$ cat config.mk
export PLATFORM = sky130hd
export DESIGN_NAME = hazard_unit
export DESIGN_NICKNAME = d
export VERILOG_FILES = /design/src/rtl/hazard_unit.sv
export SDC_FILE = /design/constraint.sdc
export NUM_CORES = 1
export LEC_CHECK = 0
export CORE_MARGIN = 5
export CORE_UTILIZATION = 46
export CTS_BUF_LIST = sky130_fd_sc_hd__clkbuf_8
export CTS_CLUSTER_DIAMETER = 60
export DETAILED_ROUTE_END_ITERATION = 16
export GPL_TIMING_DRIVEN = 0
export HOLD_SLACK_MARGIN = 0.08
export PLACE_DENSITY_LB_ADDON = 0.08
export SLEW_MARGIN = 20
export SYNTH_ARGS = -nofsm -noshare
export SYNTH_HDL_FRONTEND = slang
export SYNTH_SLANG_ARGS = --single-unit
$ cat constraint.sdc
create_clock -name clk -period 2.25 [get_ports clk]
set_input_delay 0.225 -clock clk [delete_from_list [all_inputs] [get_ports clk]]
set_output_delay 0.225 -clock clk [all_outputs]
set_load 0.01 [all_outputs]
$ cat src/rtl/hazard_unit.sv
// Hazard and forwarding controller: shadows EX/MEM/WB destination info, drives the
// EX operand-mux selects, and raises load-use stall / taken-branch flush controls.
// Define HAZARD_STATS_EN to add saturating stall/flush statistics counters.

module hazard_fwd_sel #(
    parameter int W = 5
) (
    input  logic [W-1:0] src,
    input  logic [W-1:0] mem_rd,
    input  logic         mem_we,
    input  logic [W-1:0] wb_rd,
    input  logic         wb_we,
    output logic [1:0]   sel
);
    // The youngest producer (MEM) wins; x0 is hardwired and never forwarded.
    always_comb begin
        sel = 2'd0;
        if (src != '0) begin
            if (mem_we && mem_rd == src)
                sel = 2'd2;
            else if (wb_we && wb_rd == src)
                sel = 2'd1;
        end
    end
endmodule

module hazard_unit #(
    parameter int REG_ADDR_WIDTH = 5,
    parameter int STATS_WIDTH    = 16
) (
    input  logic                      clk,
    input  logic                      rst,
    input  logic [REG_ADDR_WIDTH-1:0] rs1_d,
    input  logic [REG_ADDR_WIDTH-1:0] rs2_d,
    input  logic [REG_ADDR_WIDTH-1:0] rd_d,
    input  logic                      reg_write_d,
    input  logic                      load_d,
    input  logic                      branch_taken_e,
    output logic [1:0]                forward_a_e,
    output logic [1:0]                forward_b_e,
    output logic                      stall_f,
    output logic                      stall_d,
    output logic                      flush_d,
`ifdef HAZARD_STATS_EN
    output logic                      flush_e,
    output logic [STATS_WIDTH-1:0]    stall_count,
    output logic [STATS_WIDTH-1:0]    flush_count
`else
    output logic                      flush_e
`endif
);
    localparam int W = REG_ADDR_WIDTH;

    typedef struct packed {
        logic [W-1:0] rs1;
        logic [W-1:0] rs2;
        logic [W-1:0] rd;
        logic         we;
        logic         ld;
    } ex_ent_t;

    typedef struct packed {
        logic [W-1:0] rd;
        logic         we;
    } wr_ent_t;

    ex_ent_t ex_q;
    wr_ent_t mem_q, wb_q;

    logic             lu;
    logic             br;
    logic [1:0][W-1:0] src;
    logic [1:0][1:0]   sel;

    assign src[0] = ex_q.rs1;
    assign src[1] = ex_q.rs2;

    for (genvar g = 0; g < 2; g++) begin : g_op
        hazard_fwd_sel #(.W(W)) u_sel (
            .src    (src[g]),
            .mem_rd (mem_q.rd),
            .mem_we (mem_q.we),
            .wb_rd  (wb_q.rd),
            .wb_we  (wb_q.we),
            .sel    (sel[g])
        );
    end

    // Conservative: both D sources are compared whether or not they are read.
    assign lu = ex_q.ld && (ex_q.rd != '0) && (ex_q.rd == rs1_d || ex_q.rd == rs2_d);
    assign br = branch_taken_e;

    assign forward_a_e = rst ? 2'd0 : sel[0];
    assign forward_b_e = rst ? 2'd0 : sel[1];
    // A taken branch discards the D instruction, so a coincident load-use never stalls.
    assign stall_f     = !rst && lu && !br;
    assign stall_d     = !rst && lu && !br;
    assign flush_d     = !rst && br;
    assign flush_e     = !rst && (lu || br);

    always_ff @(posedge clk) begin
        if (rst) begin
            ex_q  <= '0;
            mem_q <= '0;
            wb_q  <= '0;
        end else begin
            wb_q  <= mem_q;
            mem_q <= '{rd: ex_q.rd, we: ex_q.we};
            if (flush_e)
                ex_q <= '0;
            else
                ex_q <= '{rs1: rs1_d, rs2: rs2_d, rd: rd_d, we: reg_write_d, ld: load_d};
        end
    end

`ifdef HAZARD_STATS_EN
    logic [STATS_WIDTH-1:0] stall_cnt_q, flush_cnt_q;

    always_ff @(posedge clk) begin
        if (rst) begin
            stall_cnt_q <= '0;
            flush_cnt_q <= '0;
        end else begin
            if (stall_d && stall_cnt_q != '1)
                stall_cnt_q <= stall_cnt_q + 1'b1;
            if (branch_taken_e && flush_cnt_q != '1)
                flush_cnt_q <= flush_cnt_q + 1'b1;
        end
    end

    assign stall_count = rst ? '0 : stall_cnt_q;
    assign flush_count = rst ? '0 : flush_cnt_q;
`else
    logic [STATS_WIDTH-1:0] unused_stats;
    assign unused_stats = '0;
`endif

endmodule

==> metrics.log <==
[metrics] die outline area: 4080 um2
[metrics] wire length after detailed routing: 2.81 mm
[metrics] run status: finished clean
[metrics] kind of critical path: flip-flop to primary output
[metrics] Finish-stage setup viols: 0
[metrics] routability congestion estimate from global placement: 0.848
[metrics] number of synthesized register bits: 29
[metrics] WP data arrival: 1.95 ns
[metrics] maximum cell stage delay along the critical path: 0.51 ns
[metrics] area of the placeable core: ~2800 um2
[metrics] Top-Level Pins: 28
[metrics] Global Route Usage Sum: between 10 and 15%
[metrics] P per Cell Area: just over 600 nW/um2
[metrics] maximum fanout along the worst path: 10
[metrics] root buffer selected by CTS: sky130_fd_sc_hd__clkbuf_8
[metrics] Die Width: between 60 and 70 um
[metrics] number of DRC markers after the initial detailed-route iteration: 25
[metrics] first-pass GRT wire length: between 4 and 5 mm
[metrics] number of endpoints with negative hold slack in the final report: 0
[metrics] layout filler cell count: 254
[metrics] nature of the critical path endpoint: primary output
[metrics] worst hold slack after final layout: 0.416 ns
[metrics] Worst setup SP type: flip-flop
[metrics] number of global-route vias before repair: 1046
[metrics] vertical die dimension: approximately 64 um
[metrics] detailed-placement wirelength estimate: approximately 2.2 mm
[metrics] Clock Skews: 0.00629 ns
[metrics] post-layout utilization of the core: 63.6%
[metrics] maximum number of pins on one net before global-route repair: 11
[metrics] Max-Slew Margin vs Limit: 64.3%
[metrics] Syn Inst Count: 142
[metrics] minimum clock period: 2.17 ns
[metrics] R2R depth: 5
[metrics] maximum clock path buffer count: 2
[metrics] crit-path cells: or4_1 > o21a_1 > buf_6 > a31o_2 > clkdlybuf4s15_1
[metrics] # H-tree levels: 2
[metrics] net count after synthesis: about 160
[metrics] total number of placement rows: 19
[metrics] worst path setup slack after routing: about 0.078 ns
[metrics] effective utilization at floorplan: 48.4%
[metrics] Crit path max-delay family: simple AND/OR/NAND/NOR gates
[metrics] via/cell ratio: approximately 5.1
[metrics] transition time at the pin with the least slew margin: 0.534 ns
[metrics] count of warnings emitted by yosys: 0
[metrics] average cell area after synthesis: 9.39 um2
[metrics] most frequent cells in the layout: sky130_fd_sc_hd__dfxtp_1 (27), sky130_fd_sc_hd__nand2_1 (20), sky130_fd_sc_hd__clkdlybuf4s50_1 (19)
[metrics] buffers plus inverters on the worst setup path: 2
[metrics] Netlist Area Pre-Place: 1330 um2
[metrics] uppermost layer routed: met4
[metrics] Worst-path clk slew: 0.06 ns
[metrics] router iterations before antenna repair: 4
[metrics] RSZ-0062 raised after global routing: no
[metrics] source-to-sink clock delay at the later pin of the worst-skew pair: ~0.28 ns
[metrics] standard cell with the maximum stage delay on the critical path: sky130_fd_sc_hd__or4_1
[metrics] CTS tree: yes
[metrics] clock buffer count from CTS: 5
[metrics] count of distinct cell types in the synthesized netlist: 26
[metrics] buffers added on ports: 27
[metrics] share of cells above drive strength 1: 15.8%
[metrics] most frequent standard cell in the layout excluding fill and tap cells: sky130_fd_sc_hd__dfxtp_1
[metrics] routed via count: 1051
[metrics] number of routed nets with antenna violations: 0
[metrics] number of antenna violations at the first check in global routing: 0
[metrics] number of max-slew violations in the final report: 0
[metrics] max-cap violation count: 0
[metrics] sequential-to-total area share from yosys stat: 43.5%
[metrics] setup_tns: 0 ns
[metrics] Max Clock Freq: 0.460 GHz
[metrics] Hold Path Stages: 2
[metrics] worst setup slack before clock tree synthesis: -0.213 ns
[metrics] gr ovfl total: 0
[metrics] class of the tightest hold or removal check: primary input to flip-flop
[metrics] final cycle utilization of the critical path: 96.5%
[metrics] Routed met3 length: 152 um
[metrics] synthesis-to-layout area growth: 31.4%
[metrics] required time at the endpoint of the critical path: approximately 2.0 ns
[metrics] # diodes: 0
[metrics] number of gates on the worst path with buffers counted: 5
[metrics] Static Leakage: around 0.81 nW
[metrics] count of nets after finishing: about 200
[metrics] DRC viols: 0
[metrics] worst-case vdd ir drop: 504 uV
[metrics] routed length on met1: 1.23 mm
[metrics] Sinks on Clock Net: 29
[metrics] met2 WL: 1.37 mm
[metrics] detailed-route wire length per cell: between 10 and 15 um
==> worst reg2reg max path, delay by kind of cell, from the launching register on <==
| kind | cells | cell delay (ns) |
|---|---|---|
| simple gates | 1 | 0.14 |
| compound gates | 2 | 0.41 |
| buf+inv | 1 | 0.35 |
| flops | 1 | 0.42 |
| xor+xnor | 1 | 0.14 |
==> cells in the mapped netlist (all sizes together) <==
| master | count | area (um2) |
|---|---|---|
| nand3 | 3 | 15.0 |
| a21oi | 17 | 123 |
| nor3 | 1 | 5.00 |
| nor4 | 5 | 31.3 |
| o21a | 1 | 7.51 |
| buf | 4 | 43.8 |
| nand2 | 20 | 75.1 |
| o22ai | 2 | 18.8 |
| nor2 | 3 | 11.3 |
| inv | 3 | 11.3 |
| dfxtp | 29 | 581 |
| nor3b | 1 | 7.51 |
| a2111oi | 1 | 8.76 |
| and3 | 3 | 18.8 |
| clkbuf | 2 | 7.51 |
| o21ai | 1 | 5.00 |
| or4 | 3 | 22.5 |
| xnor2 | 12 | 105 |
| nor2b | 14 | 87.6 |
| a31o | 1 | 8.76 |
| xor2 | 16 | 140 |
==> worst paths after layout <==
path,from,end,slack [ns]
setup / recovery,ex_q[3],flush_e,0.08
hold / removal,rst,wb_q[1],0.42
setup reg to reg,ex_q[6],ex_q[11],0.69
hold reg to reg,ex_q[1],mem_q[0],0.44
==> power breakdown <==
| part | total [mW] | switching, mW | leakage [nW] | internal [mW] |
|---|---|---|---|---|
| registers | 0.549 | 0.0186 | 0.238 | 0.530 |
| logic | 0.144 | 0.0633 | 0.528 | 0.0802 |
| clock network | 0.393 | 0.185 | 0.0491 | 0.209 |
| total | 1.09 | 0.266 | 0.815 | 0.820 |
==> final cells by class <==
cell class | instances | area (um2) | share of cell area (%)
multi-input cells | 104 | 708 | 40.4
flip-flops and latches | 29 | 586 | 33.4
repair buffers | 27 | 275 | 15.7
clock buffers | 5 | 68.8 | 3.93
plain buffers | 6 | 51.3 | 2.93
well taps | 31 | 38.8 | 2.21
clock inverters | 3 | 13.8 | 0.785
inverters | 3 | 11.3 | 0.642
==> flip-flops by register name, summed over array words and instances, names as in the netlist <==
signal and flops:
wb_q 6, mem_q 6, ex_q 17
==> routing by layer <==
metal  GRT usage, %  vias up
li1               -      540
met2           24.7       25
met5              0        -
met1           16.2      481
met3           5.78        5
met4           7.53        0
==> cells by family after synthesis <==
kind of cell,count (synthesis),synth area share [%]
AO/OA/AOI/OAI,23,12.9
AND/OR/NAND/NOR,53,20.5
XOR/XNOR,28,18.4
buffers and inverters,9,4.69
flip-flops,29,43.5
==> metrics by stage <==
step                      instances  total power [mW]  cell area [um2]
final                           208              1.09             1750
after global routing            208              1.14             1750
after CTS                       208              1.10             1730
after detailed placement        200             0.700             1640
after global placement          200             0.696             1640
after floorplan                 142             0.638             1330
==> what timing repair did <==
| item | CTS | global route |
|---|---|---|
| hold buffers | 0 | 0 |
| setup buffers | 0 | 0 |
| pin swaps | 0 | 2 |
| resized for setup | 8 | 10 |
| setup endpoints to repair | 4 | 6 |
No activity file was read; power rests on OpenSTA's default activity.
